--- src/rtl/arb_pkg.sv ---
// Shared types and constants for the unified-memory arbiter.
// Minimum step latencies are exported so callers can reason about CPU throughput.
package arb_pkg;

  typedef enum logic [2:0] {
    IDLE    = 3'd0,
    DM_REQ  = 3'd1,
    DM_RESP = 3'd2,
    IM_REQ  = 3'd3,
    IM_RESP = 3'd4,
    DONE    = 3'd5
  } arb_state_e;

  localparam int unsigned LAT_FETCH = 4;
  localparam int unsigned LAT_STORE = 5;
  localparam int unsigned LAT_LOAD  = 6;

endpackage

--- src/rtl/mem_arb_perf.sv ---
// Step and stall-cycle counters for mem_arbiter; both wrap at 32 bits.
// Only instantiated when MEM_ARB_PERF_EN is defined.
module mem_arb_perf (
  input  logic        clk,
  input  logic        rst,
  input  logic        step_done,
  input  logic        stall,
  output logic [31:0] perf_steps,
  output logic [31:0] perf_stall_cyc
);

  logic [31:0] steps_q, steps_d;
  logic [31:0] stall_cyc_q, stall_cyc_d;

  always_comb begin
    steps_d     = steps_q;
    stall_cyc_d = stall_cyc_q;
    if (step_done) steps_d     = steps_q + 32'd1;
    if (stall)     stall_cyc_d = stall_cyc_q + 32'd1;
  end

  always_ff @(posedge clk) begin
    if (!rst) begin
      steps_q     <= '0;
      stall_cyc_q <= '0;
    end else begin
      steps_q     <= steps_d;
      stall_cyc_q <= stall_cyc_d;
    end
  end

  assign perf_steps     = steps_q;
  assign perf_stall_cyc = stall_cyc_q;

endmodule

--- src/rtl/mem_arbiter.sv ---
// Shares one single-port memory between CPU IM and DM: per step, optional DM access then IM fetch.
// Build macro MEM_ARB_PERF_EN enables the perf_steps / perf_stall_cyc counters.
module mem_arbiter
  import arb_pkg::*;
#(
  parameter int ADDR_W = 32,
  parameter int DATA_W = 32
) (
  input  logic              clk,
  input  logic              rst,
  input  logic [ADDR_W-1:0] cpu_im_addr,
  input  logic              cpu_im_en,
  output logic [DATA_W-1:0] cpu_im_rdata,
  input  logic [ADDR_W-1:0] cpu_dm_addr,
  input  logic [DATA_W-1:0] cpu_dm_wdata,
  input  logic              cpu_dm_en,
  input  logic              cpu_dm_write,
  output logic [DATA_W-1:0] cpu_dm_rdata,
  output logic              cpu_stall,
  output logic              mem_req,
  output logic              mem_we,
  output logic [ADDR_W-1:0] mem_addr,
  output logic [DATA_W-1:0] mem_wdata,
  input  logic              mem_gnt,
  input  logic              mem_rvalid,
  input  logic [DATA_W-1:0] mem_rdata,
  output logic [31:0]       perf_steps,
  output logic [31:0]       perf_stall_cyc,
  output logic [2:0]        dbg_state
);

  arb_state_e        state_q, state_d;
  logic [DATA_W-1:0] im_rdata_q, im_rdata_d;
  logic [DATA_W-1:0] dm_rdata_q, dm_rdata_d;

  // The fetch always happens, so the enable carries no information here.
  logic unused_im_en;
  assign unused_im_en = cpu_im_en;

  always_ff @(posedge clk) begin
    if (!rst) begin
      state_q    <= IDLE;
      im_rdata_q <= '0;
      dm_rdata_q <= '0;
    end else begin
      state_q    <= state_d;
      im_rdata_q <= im_rdata_d;
      dm_rdata_q <= dm_rdata_d;
    end
  end

  always_comb begin
    state_d    = state_q;
    im_rdata_d = im_rdata_q;
    dm_rdata_d = dm_rdata_q;
    unique case (state_q)
      IDLE:    state_d = cpu_dm_en ? DM_REQ : IM_REQ;
      DM_REQ:  if (mem_gnt) state_d = cpu_dm_write ? IM_REQ : DM_RESP;
      DM_RESP: if (mem_rvalid) begin
        dm_rdata_d = mem_rdata;
        state_d    = IM_REQ;
      end
      IM_REQ:  if (mem_gnt) state_d = IM_RESP;
      IM_RESP: if (mem_rvalid) begin
        im_rdata_d = mem_rdata;
        state_d    = DONE;
      end
      DONE:    state_d = IDLE;
      default: state_d = IDLE;
    endcase
  end

  // Handshake: mem_req holds addr/we/wdata stable until a cycle with mem_gnt=1 accepts it;
  // a read's data returns later on mem_rvalid, a write completes on its grant.
  always_comb begin
    mem_req   = 1'b0;
    mem_we    = 1'b0;
    mem_addr  = '0;
    mem_wdata = '0;
    if (rst) begin
      unique case (state_q)
        DM_REQ: begin
          mem_req   = 1'b1;
          mem_we    = cpu_dm_write;
          mem_addr  = cpu_dm_addr;
          mem_wdata = cpu_dm_wdata;
        end
        IM_REQ: begin
          mem_req  = 1'b1;
          mem_addr = cpu_im_addr;
        end
        default: ;
      endcase
    end
    cpu_stall = !rst || (state_q != DONE);
  end

  assign cpu_im_rdata = im_rdata_q;
  assign cpu_dm_rdata = dm_rdata_q;
  assign dbg_state    = state_q;

`ifdef MEM_ARB_PERF_EN
  mem_arb_perf u_perf (
    .clk            (clk),
    .rst            (rst),
    .step_done      (state_q == DONE),
    .stall          (rst && (state_q != DONE)),
    .perf_steps     (perf_steps),
    .perf_stall_cyc (perf_stall_cyc)
  );
`else
  assign perf_steps     = '0;
  assign perf_stall_cyc = '0;
`endif

endmodule

--- config.mk ---
export PLATFORM = sky130hd
export DESIGN_NAME = mem_arbiter
export DESIGN_NICKNAME = d
export VERILOG_FILES = /design/src/rtl/arb_pkg.sv /design/src/rtl/mem_arb_perf.sv /design/src/rtl/mem_arbiter.sv
export SDC_FILE = /design/constraint.sdc
export NUM_CORES = 1
export LEC_CHECK = 0
export ABC_AREA = 0
export BUFFER_PORTS_ARGS = -buffer_cell sky130_fd_sc_hd__clkbuf_2
export CAP_MARGIN = 30
export CORE_AREA = 2 2 128 130
export DETAILED_ROUTE_END_ITERATION = 10
export DIE_AREA = 0 0 130 132
export MAX_ROUTING_LAYER = met4
export PLACE_DENSITY = 0.65
export SYNTH_ARGS = -nofsm -noshare
export SYNTH_HDL_FRONTEND = slang
export SYNTH_SLANG_ARGS = --single-unit
--- constraint.sdc ---
create_clock -name clk -period 1.2 [get_ports clk]
set_input_delay 0 -clock clk [delete_from_list [all_inputs] [get_ports clk]]
set_output_delay 0 -clock clk [all_outputs]
set_load 0.03 [all_outputs]
Yosys cells after proc, flatten, opt, wreduce, memory -nomap -nowiden
Cells that the tools add are included.
- input bits: 135
- memories: 0
- word-level logic and storage cells: 34
- memory bits (read-only): 0
- bits in latches: 0
- bits in writable memories: 0
- output and inout port bits: 198
- bits in registers: 67
- mux-type cells: 15
- $mul: 0
- reductions and logical operators: 7
- equality and inequality tests: 9
- add/sub/neg operators: 0
- magnitude comparators: 0
- bitwise gates (word level): 0
- shifts and indexed selects: 0
- div/mod/pow operators: 0
- operators with widths (operator ; count):
    32-bit two-way mux ; 3
    32-bit case mux with 2 select lines ; 1
    3-bit case mux with 5 select lines ; 1
    3-bit two-way mux ; 4
    2-bit != test, second input constant ; 4
    3-bit by 2-bit == test with 1-bit output, second input constant ; 2
    1-bit two-way mux ; 5
    2-bit AND reduction ; 2
    4-bit AND reduction ; 1
    3-bit by 1-bit == test with 1-bit output, second input constant ; 1
    3-bit == test, second input constant ; 1
    3-bit logical NOT ; 1
    3-bit != test, second input constant ; 1
    2-bit two-way mux ; 1
    2-bit OR reduction ; 1
    1-bit logical NOT ; 1
    1-bit logical OR ; 1

Logic depth before layout (Yosys ltp)
- word-level depth: 4
- gate-level depth with buffers: 6
- depth with buffers taken out: 3

Least setup slack after synthesis
Ideal clock, no wire load.
- kind: register to output
- from: register state_q[1], in the netlist dbg_state[1]
- to: output port mem_we
- cell stages (with the launch flop): 5
- buffers on the path: 3
- required time: 1200 ps
- slack: -481 ps
- arrival: 1681 ps
- cell sequence: dfxtp_1 buf_2 buf_2 buf_4 nor3_1
- word-level cells in the longest chain between the ends: 3
- ends and longest elaborated chain (element ; line ; text):
    start: declaration ; mem_arbiter.sv:32 ; arb_state_e state_q, state_d;
    start signal: assignment ; mem_arbiter.sv:46 ; state_q <= state_d;
    3-bit by 1-bit == test with 1-bit output ; mem_arbiter.sv:81 ; unique case (state_q)
    1-bit two-way mux ; mem_arbiter.sv:81 ;
    1-bit two-way mux ; mem_arbiter.sv:80 ; if (rst) begin
    end: declaration ; mem_arbiter.sv:21 ; output logic mem_we,
Every way passes these cells.

Worst setup path after layout
- from: register state_q[1], in the netlist dbg_state[1]
- to: output port mem_addr[19]
- word-level cells in the longest chain between the ends: 3
- elaborated cells between the ends (all ways): 4
- classes of those cells: eq/ne: 2; mux: 2
- ends and longest elaborated chain (element ; line ; text):
    3-bit by 2-bit == test with 1-bit output / 3-bit by 1-bit == test with 1-bit output (equally long branches) ; mem_arbiter.sv:81 ;
    32-bit case mux with 2 select lines (*) ; mem_arbiter.sv:81 ;
    32-bit two-way mux (*) ; mem_arbiter.sv:80 ;
    end: declaration ; mem_arbiter.sv:22 ; output logic [ADDR_W-1:0] mem_addr,
Mark *: on every way between the ends. The rest lies on a longest branch, timed or not.

==> impl_metrics.xml <==
<?xml version="1.0" encoding="UTF-8"?>
<metrics>
  <group name="run_status">
    <metric name="result_of_the_run" unit="">complete, but fails checks</metric>
    <metric name="violated_checks" unit="">negative setup slack</metric>
  </group>
  <group name="synthesis">
    <metric name="synth-edff-count" unit="">0</metric>
    <metric name="combinational_family_with_the_most_area_after_synthesis" unit="">simple AND/OR/NAND/NOR gates</metric>
    <metric name="synth_mux_area_frac" unit="">0.08363</metric>
    <metric name="syn-mean-instance-area" unit="sq um">7.897</metric>
    <metric name="synth.yosys.warnings" unit="">0</metric>
    <metric name="synth_fa_ha_area_frac" unit="">0</metric>
    <metric name="post_synth_main_area_contributors" unit="">sky130_fd_sc_hd__dfxtp_1 (35%), sky130_fd_sc_hd__buf_4 (13%), sky130_fd_sc_hd__nand2_1 (13%)</metric>
    <metric name="xor_and_xnor_fraction_of_the_mapped_netlist_area" unit="">0</metric>
    <metric name="ys_types" unit="">29</metric>
    <metric name="post-synth-top-area-cell" unit="">sky130_fd_sc_hd__dfxtp_1</metric>
    <metric name="most_used_flip_flop_cell_after_synthesis" unit="">sky130_fd_sc_hd__dfxtp_1</metric>
    <metric name="ys_seq_area_frac" unit="">0.3502</metric>
    <metric name="synth_compound_area_frac" unit="">0.1395</metric>
    <metric name="synthesis.area" unit="sq mm">0.003830</metric>
    <metric name="post_synth_and_or_nand_nor_area_fraction" unit="">0.2467</metric>
    <metric name="ys_seq_elements" unit="">67</metric>
    <metric name="async_reset_ff_frac" unit="">0</metric>
    <metric name="synthesis.instances" unit="">485</metric>
    <metric name="post-synth-top-area-fraction" unit="">0.3502</metric>
  </group>
  <group name="setup_path">
    <metric name="timing.critical_path.from_type" unit="">flop</metric>
    <metric name="worstPathBufferInverterCount" unit="">3</metric>
    <metric name="crit_path_max_incr_delay" unit="ns">0.42</metric>
    <metric name="worst_path_max_delay_cell" unit="">sky130_fd_sc_hd__dfxtp_4</metric>
    <metric name="cp.arrival" unit="ns">1.50</metric>
    <metric name="crit_family" unit="">buffers and inverters</metric>
    <metric name="crit_fanout" unit="">6</metric>
    <metric name="path_class" unit="">flop to primary output</metric>
    <metric name="setup.worst_path.end_class" unit="">primary output</metric>
    <metric name="crit_path_cell_trace" unit="">buf_12, clkbuf_16, mux2i_2, nor2_2, clkbuf_8</metric>
    <metric name="critical_path_rt" unit="ns">1.20</metric>
  </group>
  <group name="power">
    <metric name="ir_drop" unit="mV">0.6414</metric>
    <metric name="leakage_power" unit="uW">0.003382</metric>
    <metric name="power.density" unit="mW/mm^2">1024</metric>
  </group>
  <group name="floorplanning">
    <metric name="start_util" unit="">0.2437</metric>
    <metric name="design.core.area" unit="sq mm">0.01571</metric>
    <metric name="die_height" unit="microns">132</metric>
    <metric name="die_area" unit="sq mm">0.01716</metric>
    <metric name="io-pin-count" unit="">333</metric>
    <metric name="floorplan.die.width" unit="microns">130</metric>
    <metric name="row_count" unit="">46</metric>
  </group>
  <group name="route">
    <metric name="via_count" unit="">4201</metric>
    <metric name="via_per_inst" unit="">4.135</metric>
    <metric name="drt_iter0_drc" unit="">110</metric>
    <metric name="drt_total_wl" unit="microns">15970</metric>
    <metric name="route.antenna.remaining_nets" unit="">0</metric>
    <metric name="remaining_drc_errors" unit="">0</metric>
    <metric name="first_pass_iters" unit="">6</metric>
    <metric name="wire_per_inst" unit="microns">15.72</metric>
  </group>
  <group name="sta">
    <metric name="hold-worst-slack" unit="ns">0.05850</metric>
    <metric name="setup_violations" unit="">132</metric>
    <metric name="unrepaired_setup_endpoints_after_global_routing" unit="">yes</metric>
    <metric name="finalCritPeriodShare" unit="">1.250</metric>
    <metric name="fmax" unit="MHz">666.5</metric>
    <metric name="post-route-min-period" unit="ns">1.500</metric>
    <metric name="clock-skew-final" unit="ns">0.007397</metric>
    <metric name="final_critical_path_setup_slack" unit="ns">-0.3003</metric>
    <metric name="hold_viol" unit="">0</metric>
    <metric name="setup-tns-final" unit="ns">-26.02</metric>
    <metric name="report.final.slew_viol_count" unit="">0</metric>
  </group>
  <group name="cells_and_area">
    <metric name="synthToLayoutAreaGrowth" unit="%">91.24</metric>
    <metric name="fillCellCount" unit="">1486</metric>
    <metric name="layout-drive-gt1-share" unit="">0.5500</metric>
    <metric name="multi_input_area" unit="sq mm">0.002611</metric>
    <metric name="antenna_cells" unit="">0</metric>
    <metric name="final-seq-area" unit="sq mm">0.001353</metric>
    <metric name="layout.nets" unit="">930</metric>
  </group>
  <group name="clocking">
    <metric name="clkSinkCount" unit="">67</metric>
    <metric name="clock_slew_seen_by_the_registers_of_the_worst_setup_and_hold_paths" unit="ns">0.06</metric>
    <metric name="clk-insertion-delay-late" unit="ns">0.33</metric>
    <metric name="cts-buffers-inserted" unit="">9</metric>
    <metric name="htree_levels" unit="">3</metric>
    <metric name="clockBufferDepth" unit="">2</metric>
    <metric name="cts_tree" unit="">done</metric>
    <metric name="cts.root.buffer_cell" unit="">sky130_fd_sc_hd__clkbuf_16</metric>
  </group>
  <group name="placement">
    <metric name="pre_cts_slack" unit="ns">-0.09052</metric>
    <metric name="post-dp-hpwl" unit="microns">10580</metric>
    <metric name="gp_routability_congestion" unit="">0.8297</metric>
    <metric name="port_buffers" unit="">267</metric>
  </group>
  <group name="job">
    <metric name="max-cap-violations" unit="">0</metric>
  </group>
  <group name="global_routing">
    <metric name="globalRouteOverflowTotal" unit="">0</metric>
    <metric name="grt_antenna_before_repair" unit="">0</metric>
    <metric name="grt_start_max_net_pins" unit="">69</metric>
    <metric name="combined_global_route_utilization_of_all_metal_layers" unit="">0.1754</metric>
    <metric name="grt_first_pass_wirelength" unit="microns">22160</metric>
    <metric name="first_global_vias" unit="">3927</metric>
  </group>
  <group name="min_path">
    <metric name="hp-class" unit="">primary input to flop</metric>
  </group>
</metrics>
metal layers:
layer  wire (microns)  global-route usage  vias to the layer above
li1                 -                   -                     2061
met1             6368              0.2042                     1944
met2             8428              0.3138                      183
met3              955             0.03409                       13
met4              221             0.02987                        0
met5                0                   -                        -
registers in the layout, summed over array words and instances, names as in the netlist:
signal,count
cpu_dm_rdata,32
cpu_im_rdata,32
dbg_state,3
kinds of logic after synthesis:
kind of cell	after synthesis
and+or+nand+nor	211
muxes	32
other	1
DFF	67
AOI/OAI and AO/OA	72
buffers and inverters	102
layout make-up:
| type | count | area share |
|---|---|---|
| repair buffers | 336 | 0.3804 |
| multi-input cells | 379 | 0.3565 |
| flip-flops and latches | 67 | 0.1847 |
| well taps | 216 | 0.03690 |
| clock buffers | 11 | 0.03314 |
| clock inverters | 5 | 0.007004 |
| inverters | 2 | 0.001367 |
Yosys cell counts (2+ instances only):
| cell type | n |
|---|---|
| sky130_fd_sc_hd__nand4bb_1 | 2 |
| sky130_fd_sc_hd__nand2_1 | 129 |
| sky130_fd_sc_hd__clkbuf_1 | 12 |
| sky130_fd_sc_hd__nor2_1 | 36 |
| sky130_fd_sc_hd__dfxtp_1 | 67 |
| sky130_fd_sc_hd__buf_2 | 17 |
| sky130_fd_sc_hd__nand2b_1 | 3 |
| sky130_fd_sc_hd__mux2i_1 | 32 |
| sky130_fd_sc_hd__buf_4 | 67 |
| sky130_fd_sc_hd__inv_1 | 2 |
| sky130_fd_sc_hd__and2_1 | 33 |
| sky130_fd_sc_hd__o21ai_0 | 2 |
| sky130_fd_sc_hd__buf_6 | 4 |
| sky130_fd_sc_hd__a21boi_1 | 64 |
worst paths after layout:
kind	cells past startpoint	slack, ns	start	to
setup reg to reg	6	-0.23	dbg_state[1]	cpu_im_rdata[31]
hold / removal	3	0.06	mem_gnt	dbg_state[0]
setup / recovery	5	-0.30	dbg_state[1]	mem_addr[19]
hold reg to reg	2	0.45	cpu_im_rdata[28]	cpu_im_rdata[28]
metrics by stage:
stage,cells,power (uW),utilization,cell area (sq um)
6_report,1016,7499,0.4662,7325
5_1_grt,1016,7802,0.4662,7325
2_1_floorplan,548,3767,-,4255
4_1_cts,1017,7301,0.4372,6869
3_3_place_gp,951,4183,0.3437,5400
3_5_place_dp,951,4192,0.3437,5400
timing repair:
action                                  CTS  global route
buffers inserted                         11             2
cloned                                    6             2
endpoints found under the setup margin  133           135
hold buffers                             33             0
resized for setup                       148           160
endpoints found under the hold margin    65             0
pin swaps                                 3            34
report_power, final:
| group | internal, uW | switching [uW] |
|---|---|---|
| registers | 2290 | 47.2 |
| logic | 1140 | 1430 |
| clock network | 1650 | 944 |
layout by cell type, fill, tap and decap left out, drive strengths merged, types with 2 or more instances in the layout:
master	instances
a21boi	64
and2	33
buf	74
clkbuf	240
clkinv	3
conb	64
dfxtp	67
dlygate4sd3	33
inv	3
mux2i	32
nand2	129
nand2b	3
nand4bb	2
nor2	36
o21ai	2
worst reg2reg max path: cells and delay by family, from the launching register on:
kind            cells  cell delay, ns
buf+inv             3            0.50
compound gates      1            0.12
simple gates        2            0.34
flops               1            0.39
Note: power is estimated with default switching activity, not from simulation.
